<file path="src/rtl/fsm_4.sv">
// ---------------------------------------------------------------------------
// fsm_4
//
// Read-channel controller for a simple AXI-style slave whose read data comes
// from one of four output FIFOs. One read address is accepted at a time. Its
// ID is echoed on every data beat. Address bits [9:8] pick the FIFO to drain.
// The burst length sets how many words are popped from that FIFO. Every burst
// is treated as FIXED, so arsize and arburst are accepted but not used.
//
// Ports
//   clk               clock; all state changes on the rising edge
//   reset             synchronous, active-high reset
//   axs_s0_arid       read address ID (latched on acceptance)
//   axs_s0_araddr     read address; bits [9:8] select the FIFO
//   axs_s0_arlen      burst length minus one
//   axs_s0_arsize     beat size (unused)
//   axs_s0_arburst    burst type (unused)
//   axs_s0_arvalid    master read-address valid
//   axs_s0_rready     master ready for read data
//   out_fifo_empty    selected output FIFO is empty
//   axs_s0_arready    slave ready for a read address
//   axs_s0_rid        read data ID (held from acceptance to next acceptance)
//   axs_s0_rlast      last beat of the current burst
//   axs_s0_rvalid     read data valid
//   out_fifo_pop      pop one word from the selected FIFO
//   out_fifo_pop_sel  FIFO select (held from acceptance to next acceptance)
// ---------------------------------------------------------------------------
module fsm_4 (
    input  logic        clk,
    input  logic        reset,
    input  logic [3:0]  axs_s0_arid,
    input  logic [31:0] axs_s0_araddr,
    input  logic [7:0]  axs_s0_arlen,
    input  logic [2:0]  axs_s0_arsize,
    input  logic [1:0]  axs_s0_arburst,
    input  logic        axs_s0_arvalid,
    input  logic        axs_s0_rready,
    input  logic        out_fifo_empty,
    output logic        axs_s0_arready,
    output logic [3:0]  axs_s0_rid,
    output logic        axs_s0_rlast,
    output logic        axs_s0_rvalid,
    output logic        out_fifo_pop,
    output logic [1:0]  out_fifo_pop_sel
);

    typedef enum logic [2:0] {
        INIT,
        AR_READY,
        OF_EMPTY,
        MASTER_WAIT,
        R_VALID,
        R_VALID_LAST
    } state_t;

    state_t     state;
    logic [3:0] rid_reg;
    logic [1:0] sel_reg;
    // Nine bits let arlen = 255 load 256 without wrapping to zero.
    logic [8:0] beat_count;
    logic       arready_reg;
    logic       rlast_reg;

    logic       data_phase;
    logic       beat;

    // These address and attribute bits do not affect FIFO draining. Folding
    // them into one net documents that they are ignored on purpose.
    logic       unused_inputs;
    assign unused_inputs = ^{axs_s0_araddr[31:10], axs_s0_araddr[7:0],
                             axs_s0_arsize, axs_s0_arburst};

    // rvalid follows FIFO occupancy combinationally. A FIFO that empties
    // mid-burst therefore stalls the beat in the same cycle, and no word is
    // popped or skipped. Gating with reset keeps the reset cycle free of pops
    // even when reset cuts into a burst.
    assign data_phase     = (state == R_VALID) || (state == R_VALID_LAST);
    assign axs_s0_rvalid  = data_phase && !out_fifo_empty && !reset;
    assign beat           = axs_s0_rvalid && axs_s0_rready;
    assign out_fifo_pop   = beat;

    assign axs_s0_arready   = arready_reg;
    assign axs_s0_rlast     = rlast_reg;
    assign axs_s0_rid       = rid_reg;
    assign out_fifo_pop_sel = sel_reg;

    // Main controller. arready and rlast are registered. Each is set on the
    // edge that enters, or stays in, the one state where it must be high. It
    // then matches the state decode without a combinational path. The beat
    // counter holds the number of beats still owed. A beat that takes the
    // counter from 2 to 1 moves the FSM to R_VALID_LAST. A burst of length 1
    // goes straight there from MASTER_WAIT.
    always_ff @(posedge clk) begin
        if (reset) begin
            state       <= INIT;
            rid_reg     <= 4'd0;
            sel_reg     <= 2'd0;
            beat_count  <= 9'd0;
            arready_reg <= 1'b0;
            rlast_reg   <= 1'b0;
        end else begin
            arready_reg <= 1'b0;
            rlast_reg   <= 1'b0;
            case (state)
                INIT: begin
                    state       <= AR_READY;
                    arready_reg <= 1'b1;
                end

                AR_READY: begin
                    if (axs_s0_arvalid) begin
                        rid_reg    <= axs_s0_arid;
                        sel_reg    <= axs_s0_araddr[9:8];
                        beat_count <= {1'b0, axs_s0_arlen} + 9'd1;
                        state      <= OF_EMPTY;
                    end else begin
                        arready_reg <= 1'b1;
                    end
                end

                OF_EMPTY: begin
                    if (!out_fifo_empty) begin
                        state <= MASTER_WAIT;
                    end
                end

                MASTER_WAIT: begin
                    if (axs_s0_rready) begin
                        if (beat_count == 9'd1) begin
                            state     <= R_VALID_LAST;
                            rlast_reg <= 1'b1;
                        end else begin
                            state <= R_VALID;
                        end
                    end
                end

                R_VALID: begin
                    if (beat) begin
                        beat_count <= beat_count - 9'd1;
                        if (beat_count == 9'd2) begin
                            state     <= R_VALID_LAST;
                            rlast_reg <= 1'b1;
                        end
                    end
                end

                R_VALID_LAST: begin
                    if (beat) begin
                        beat_count  <= beat_count - 9'd1;
                        state       <= AR_READY;
                        arready_reg <= 1'b1;
                    end else begin
                        rlast_reg <= 1'b1;
                    end
                end

                default: begin
                    state <= INIT;
                end
            endcase
        end
    end

endmodule

</file>
<file path="config.mk">
export PLATFORM = sky130hd
export DESIGN_NAME = fsm_4
export DESIGN_NICKNAME = d
export VERILOG_FILES = /design/src/rtl/fsm_4.sv
export SDC_FILE = /design/constraint.sdc
export NUM_CORES = 1
export LEC_CHECK = 0
export CAP_MARGIN = 10
export CELL_PAD_IN_SITES_DETAIL_PLACEMENT = 1
export CELL_PAD_IN_SITES_GLOBAL_PLACEMENT = 2
export CORE_ASPECT_RATIO = 1.1
export CORE_MARGIN = 2
export CORE_UTILIZATION = 32
export DETAILED_ROUTE_END_ITERATION = 12
export DONT_BUFFER_PORTS = 1
export MAX_ROUTING_LAYER = met4
export PLACE_DENSITY = 0.77
export SETUP_SLACK_MARGIN = 0.5
export SLEW_MARGIN = 20
export SYNTH_ARGS = -nofsm -noshare
export SYNTH_HDL_FRONTEND = slang
export SYNTH_SLANG_ARGS = --single-unit
</file>
<file path="constraint.sdc">
create_clock -name clk -period 1.8 [get_ports clk]
set_input_delay 0.27 -clock clk [delete_from_list [all_inputs] [get_ports clk]]
set_output_delay 0.27 -clock clk [all_outputs]
set_load 0.02 [all_outputs]
</file>
-- After elaboration in Yosys (flattened, before gate mapping)
Index checks and enable logic that the tools add are counted.
Widths: inputs -> output; s select.
- mux-type cells: 20
- reduce and logical (&&, ||, !) cells: 12
- add/sub/neg operators: 2
- equal/unequal tests: 14
- operators by type and width (kind ; count):
    $mux 3 ; 6
    $mux 9 ; 2
    $pmux 3 s6 ; 1
    $pmux 9 s2 ; 1
    $ne 2x2->1 const B ; 5
    $add 8x1->9 const B ; 1
    $eq 9x1->1 const B ; 1
    $eq 9x2->1 const B ; 1
    $sub 9x1->9 const B ; 1
    $mux 1 ; 8
    $eq 3x2->1 const B ; 2
    $eq 3x3->1 const B ; 2
    $pmux 1 s3 ; 2
    $reduce_and 6->1 ; 1
    $ne 2x1->1 const B ; 2
    $eq 3x1->1 const B ; 1
    $logic_and 1x1->1 ; 3
    $logic_not 3->1 ; 1
    $reduce_and 3->1 ; 1
    $logic_not 1->1 ; 2
    $reduce_and 2->1 ; 1
    $reduce_bool 2->1 ; 1
    $reduce_or 2->1 ; 1
    $logic_or 1x1->1 ; 1
- flip-flop bits (word level): 20
- bits of input ports: 54
- logic and storage cells: 54
- output and inout bits: 10

-- Logic depth before layout (Yosys ltp)
Gate-level depths: netlist of the first run.
- word-level depth: 7
- mapped depth: 7
- depth with buffers taken out: 6

-- Worst setup path after synthesis of the first run
Ideal clock, no wire load.
- kind: reg2reg
- start: register beat_count[0]
- end: register beat_count[6]
- required time: 1.667 ns
- stages on the path, launching flop included: 7
- setup time: 0.133 ns
- slack: 0.166 ns
- clock period less this slack: 1.634 ns
- path buffers: 0
- data arrival time: 1.502 ns
- cells stage by stage: dfxtp_1 > inv_1 > ha_1 > or3b_1 > o311a_2 > a31oi_1 > a31oi_1
- longest elaborated chain between the ends: 3
- ends and longest elaborated chain (element ; RTL line ; RTL):
    start, declared ; 60 ; logic [8:0] beat_count;
    start signal, assigned ; 114 ; beat_count <= {1'b0, axs_s0_arlen} + 9'd1;
    start signal, assigned ; 140 ; beat_count <= beat_count - 9'd1;
    start signal, assigned ; 150 ; beat_count <= beat_count - 9'd1;
    $sub 9x1->9 ; 140, 150 ;
    $mux 9 ; 139, 149 ;
    $pmux 9 s2 ; 104 ; case (state)
No other way between the ends. The select of a mux whose other input is x is not followed.
A chain may end at the register's enable or synchronous reset.

-- Final worst setup path of the first run
Ends and elaborated chain as after synthesis.

==> results of run 1 <==
## layout by cell type, fill, tap and decap left out, types with 3 or more instances in the layout
cell type | synthesis | routed
nor3_1 | 13 | 9
a21oi_1 | 16 | 13
dfxtp_4 | 0 | 4
dfxtp_1 | 20 | 14
clkbuf_8 | 0 | 3
buf_6 | 0 | 6
nand3_1 | 6 | 5
xnor2_1 | 3 | 3
buf_4 | 0 | 25
ha_1 | 4 | 3
o21ai_1 | 0 | 4
o21a_1 | 4 | 4
nor2_1 | 8 | 6
nand2_1 | 17 | 17
nor3_2 | 0 | 4
nand4_1 | 3 | 3
nand2b_1 | 4 | 3
a31oi_1 | 8 | 7
o21ai_0 | 13 | 9
## power breakdown
group / leakage (nW) / switching (mW) / internal [mW]
combinational: 0.396 / 0.156 / 0.167
clock: 0.0357 / 0.169 / 0.297
sequential: 0.167 / 0.0479 / 0.470
total: 0.599 / 0.373 / 0.934
## layer usage
metal | vias up | GRT usage [%] | part of all wire, %
met2 | 36 | 33.9 | 54
li1 | 629 | - | -
met3 | 5 | 2.44 | 4.2
met5 | - | - | 0
met1 | 639 | 22.1 | 41
met4 | 0 | 8.33 | 1.5
## registers in the layout (all words and copies together) (netlist names)
signal / cells
axs_s0_rid: 4
state: 3
beat_count: 9
axs_s0_arready: 1
axs_s0_rlast: 1
out_fifo_pop_sel: 2
## final cells by class
type	count	area (um2)
Timing Repair Buffer	31	255
Clock inverter	1	30.0
Multi-Input combinational cell	124	893
Tap cell	50	62.6
Inverter	3	16.3
Fill cell	445	1940
Sequential cell	20	418
Clock buffer	3	41.3
## logic make-up after synthesis
family | count (synthesis)
compound gates | 51
xor+xnor | 3
fa+ha+maj | 4
buf+inv | 13
flops | 20
simple gates | 66
## synthesized netlist by cell type (2+ instances only)
| cell | instances | area [um2] |
|---|---|---|
| dfxtp_1 | 20 | 400 |
| nand2_1 | 17 | 63.8 |
| nor2_1 | 8 | 30.0 |
| nand4_1 | 3 | 18.8 |
| nor3b_1 | 3 | 22.5 |
| inv_1 | 3 | 11.3 |
| o21ai_0 | 13 | 65.1 |
| a211oi_1 | 2 | 15.0 |
| a21oi_1 | 16 | 80.1 |
| xnor2_1 | 3 | 26.3 |
| ha_1 | 4 | 50.1 |
| a31oi_1 | 8 | 50.1 |
| nor4_1 | 2 | 12.5 |
| clkbuf_1 | 4 | 15.0 |
| nand2b_1 | 4 | 25.0 |
| o21a_1 | 4 | 30.0 |
| buf_2 | 6 | 30.0 |
| nand3_1 | 6 | 30.0 |
| nor3_1 | 13 | 65.1 |
## repair_timing
item	4_1_cts	5_1_grt
endpoints found under the setup margin	13	13
hold endpoints to repair	0	0
pin swaps	8	14
cloned	0	1
setup buffers	13	8
gates resized for setup	22	20
## worst min-delay path by stage
stage	end	startpoint
finish	state[2]	reset
global route	state[2]	reset
CTS	state[2]	reset
detailed placement	beat_count[1]	reset
global placement	beat_count[0]	reset
floorplan	axs_s0_rid[0]	axs_s0_arid[0]
==> flow_results.xml, run 1 <==
<?xml version="1.0" encoding="UTF-8"?>
<metrics>
  <group name="floorplanning">
    <metric name="coreArea" unit="um2">3650</metric>
    <metric name="floorplan.rows" unit="">23</metric>
    <metric name="die_x" unit="um">62.8</metric>
    <metric name="io_pins" unit="">64</metric>
    <metric name="design.die.area" unit="um2">4310</metric>
    <metric name="die-height" unit="um">68.6</metric>
    <metric name="floorplan.initialDensity" unit="%">33.2</metric>
  </group>
  <group name="worst_setup_path">
    <metric name="critPathArrivalTime" unit="ns">1.78</metric>
    <metric name="start_kind" unit="">flip-flop</metric>
    <metric name="setup.worst_path.end_class" unit="">flip-flop</metric>
    <metric name="crit_path_cell_trace" unit="">inv_4 -&gt; ha_4 -&gt; or3b_4 -&gt; o311a_4 -&gt; a31oi_2 -&gt; a31oi_1</metric>
    <metric name="r2r-start" unit="">beat_count[0]</metric>
    <metric name="timing.critical_path.from" unit="">beat_count[0]</metric>
    <metric name="critical-path-top-delay-family" unit="">compound AO/OA/AOI/OAI gates</metric>
    <metric name="reg2regPathDepth" unit="">6</metric>
    <metric name="critical_path_buffers_and_inverters" unit="">1</metric>
    <metric name="reg2reg_slack" unit="ns">0.17</metric>
    <metric name="setup.worst_path.class" unit="">flip-flop to flip-flop</metric>
    <metric name="cp_depth" unit="">6</metric>
    <metric name="timing.critical_path.fanout_max" unit="">2</metric>
    <metric name="critical_path_required" unit="ns">1.95</metric>
    <metric name="crit_path_top_delay_cell" unit="">or3b_4</metric>
    <metric name="crit-reg2reg-capture" unit="">beat_count[6]</metric>
    <metric name="critPathMaxStageDelay" unit="ns">0.39</metric>
    <metric name="critPathCapture" unit="">beat_count[6]</metric>
  </group>
  <group name="finish">
    <metric name="fin_area" unit="um2">1720</metric>
    <metric name="nNetsFinal" unit="">241</metric>
    <metric name="num_antenna_cells" unit="">0</metric>
    <metric name="area_delta_synth_final" unit="%">41.3</metric>
    <metric name="final_util" unit="%">47.0</metric>
    <metric name="final_cell_count_no_fill" unit="">232</metric>
    <metric name="drive_above_1_share" unit="%">37.9</metric>
  </group>
  <group name="logic_synthesis">
    <metric name="synthesis.nets" unit="">215</metric>
    <metric name="ys_seq_area_share" unit="%">33.0</metric>
    <metric name="ys_seq_elements" unit="">20</metric>
    <metric name="synth_warnings" unit="">0</metric>
    <metric name="avgSynthCellArea" unit="um2">7.74</metric>
    <metric name="most_used_flip_flop_cell_after_synthesis" unit="">dfxtp_1</metric>
    <metric name="number_of_enable_type_register_cells_in_the_synthesized_netlist" unit="">0</metric>
    <metric name="syn-cell-area" unit="um2">1210</metric>
    <metric name="synth_fa_ha_area_share" unit="%">4.12</metric>
    <metric name="post_synth_and_or_nand_nor_area_fraction" unit="%">30.6</metric>
    <metric name="synth_top_family_by_area" unit="">simple AND/OR/NAND/NOR gates</metric>
    <metric name="synthDistinctLibCells" unit="">37</metric>
    <metric name="synth-compound-area-share" unit="%">25.5</metric>
    <metric name="ys_async_sr_fraction" unit="%">0</metric>
    <metric name="synth_mux_area_share" unit="%">0</metric>
    <metric name="netlist_instances" unit="">157</metric>
    <metric name="post_synth_xor_area_fraction" unit="%">2.16</metric>
  </group>
  <group name="power_and_ir_drop">
    <metric name="vdd_ir_drop_max" unit="V">0.000274</metric>
    <metric name="pwr_density_cell" unit="nW/um2">761</metric>
    <metric name="p_leak" unit="nW">0.599</metric>
    <metric name="post-layout-total-power" unit="mW">1.31</metric>
  </group>
  <group name="sta">
    <metric name="worst_slew_pin_slew" unit="ns">0.509</metric>
    <metric name="timing.final.crit_period" unit="ns">1.63</metric>
    <metric name="post-route-period-util" unit="%">90.5</metric>
    <metric name="slew_violations" unit="">0</metric>
    <metric name="timing.slew.headroom" unit="%">66.0</metric>
    <metric name="fin_setup_tns" unit="ns">0</metric>
    <metric name="clock.fmax" unit="MHz">614</metric>
    <metric name="hold_ws" unit="ns">0.0532</metric>
    <metric name="final_hold_viol_count" unit="">0</metric>
    <metric name="setup_repair_after_global_routing_missed_its_margin" unit="">true</metric>
    <metric name="report.final.setup_viol" unit="">0</metric>
    <metric name="fin_worst_skew" unit="ns">0.00492</metric>
    <metric name="setup_ws" unit="ns">0.171</metric>
  </group>
  <group name="flow_run">
    <metric name="drv.max_cap_violation_count" unit="">0</metric>
  </group>
  <group name="global_routing">
    <metric name="grt_start_max_net_pins" unit="">25</metric>
    <metric name="vias_in_the_first_global_route" unit="">1310</metric>
    <metric name="grt_util_all_layers" unit="%">19.0</metric>
    <metric name="grt_antenna_before_repair" unit="">0</metric>
    <metric name="globalRoute.totalOverflow" unit="">0</metric>
    <metric name="wire_length_of_the_first_global_routing_pass" unit="mm">6.25</metric>
  </group>
  <group name="placement">
    <metric name="gp_congestion" unit="">0.814</metric>
    <metric name="dp_slack" unit="ns">0.118</metric>
    <metric name="port_buffers" unit="">0</metric>
    <metric name="detailed_place_hpwl" unit="mm">2.60</metric>
    <metric name="dp_cells" unit="">206</metric>
    <metric name="dpl_cell_area" unit="um2">1340</metric>
  </group>
  <group name="route">
    <metric name="wl_per_cell" unit="um">18.0</metric>
    <metric name="detailedRoute.firstPassIterationCount" unit="">4</metric>
    <metric name="vias_per_cell" unit="">5.64</metric>
    <metric name="post-route-drc-count" unit="">0</metric>
    <metric name="route.vias.total" unit="">1309</metric>
    <metric name="drt-initial-drc-count" unit="">64</metric>
    <metric name="aggregate_routed_wire_length" unit="mm">4.18</metric>
    <metric name="drt.antenna.violating_nets" unit="">0</metric>
  </group>
  <group name="clock_network">
    <metric name="clk_path_buf_depth" unit="">2</metric>
    <metric name="clk_transition_reported_paths" unit="ns">0.08</metric>
    <metric name="postCtsHoldBufs" unit="">0</metric>
    <metric name="clock_insertion_delay_worst_skew" unit="ns">0.27</metric>
    <metric name="ctsHtreeMaxLevel" unit="">1</metric>
    <metric name="tritoncts" unit="">done</metric>
    <metric name="cts_inserted_buffers" unit="">3</metric>
    <metric name="clock_sink_count" unit="">20</metric>
    <metric name="cts-root-buf" unit="">clkbuf_8</metric>
  </group>
  <group name="status">
    <metric name="run_status" unit="">finished, final reports clean</metric>
  </group>
  <group name="hold_path">
    <metric name="hold_path.class" unit="">input port to flip-flop</metric>
    <metric name="timing.hold.worst_path_depth" unit="">1</metric>
  </group>
</metrics>
Power figures use the tool's default switching activity.
==> run 2: changes to the inputs <==
--- a/config.mk
+++ b/config.mk
@@ -5,6 +5,8 @@
 export SDC_FILE = /design/constraint.sdc
 export NUM_CORES = 1
 export LEC_CHECK = 0
+export ABC_AREA = 0
+export ABC_CLOCK_PERIOD_IN_PS = 1800
 export CAP_MARGIN = 10
 export CELL_PAD_IN_SITES_DETAIL_PLACEMENT = 1
 export CELL_PAD_IN_SITES_GLOBAL_PLACEMENT = 2
@@ -16,7 +18,7 @@
 export MAX_ROUTING_LAYER = met4
 export PLACE_DENSITY = 0.77
 export SETUP_SLACK_MARGIN = 0.5
-export SLEW_MARGIN = 20
+export SLEW_MARGIN = 25
 export SYNTH_ARGS = -nofsm -noshare
 export SYNTH_HDL_FRONTEND = slang
 export SYNTH_SLANG_ARGS = --single-unit
==> results of run 2 <==
Final layout, timing and power as in run 1 (identical DEF).
==> run 3: changes to the inputs <==
--- a/config.mk
+++ b/config.mk
@@ -6,7 +6,6 @@
 export NUM_CORES = 1
 export LEC_CHECK = 0
 export ABC_AREA = 0
-export ABC_CLOCK_PERIOD_IN_PS = 1800
 export CAP_MARGIN = 10
 export CELL_PAD_IN_SITES_DETAIL_PLACEMENT = 1
 export CELL_PAD_IN_SITES_GLOBAL_PLACEMENT = 2
==> results of run 3 <==
Final layout, timing and power as in run 1 (identical DEF).
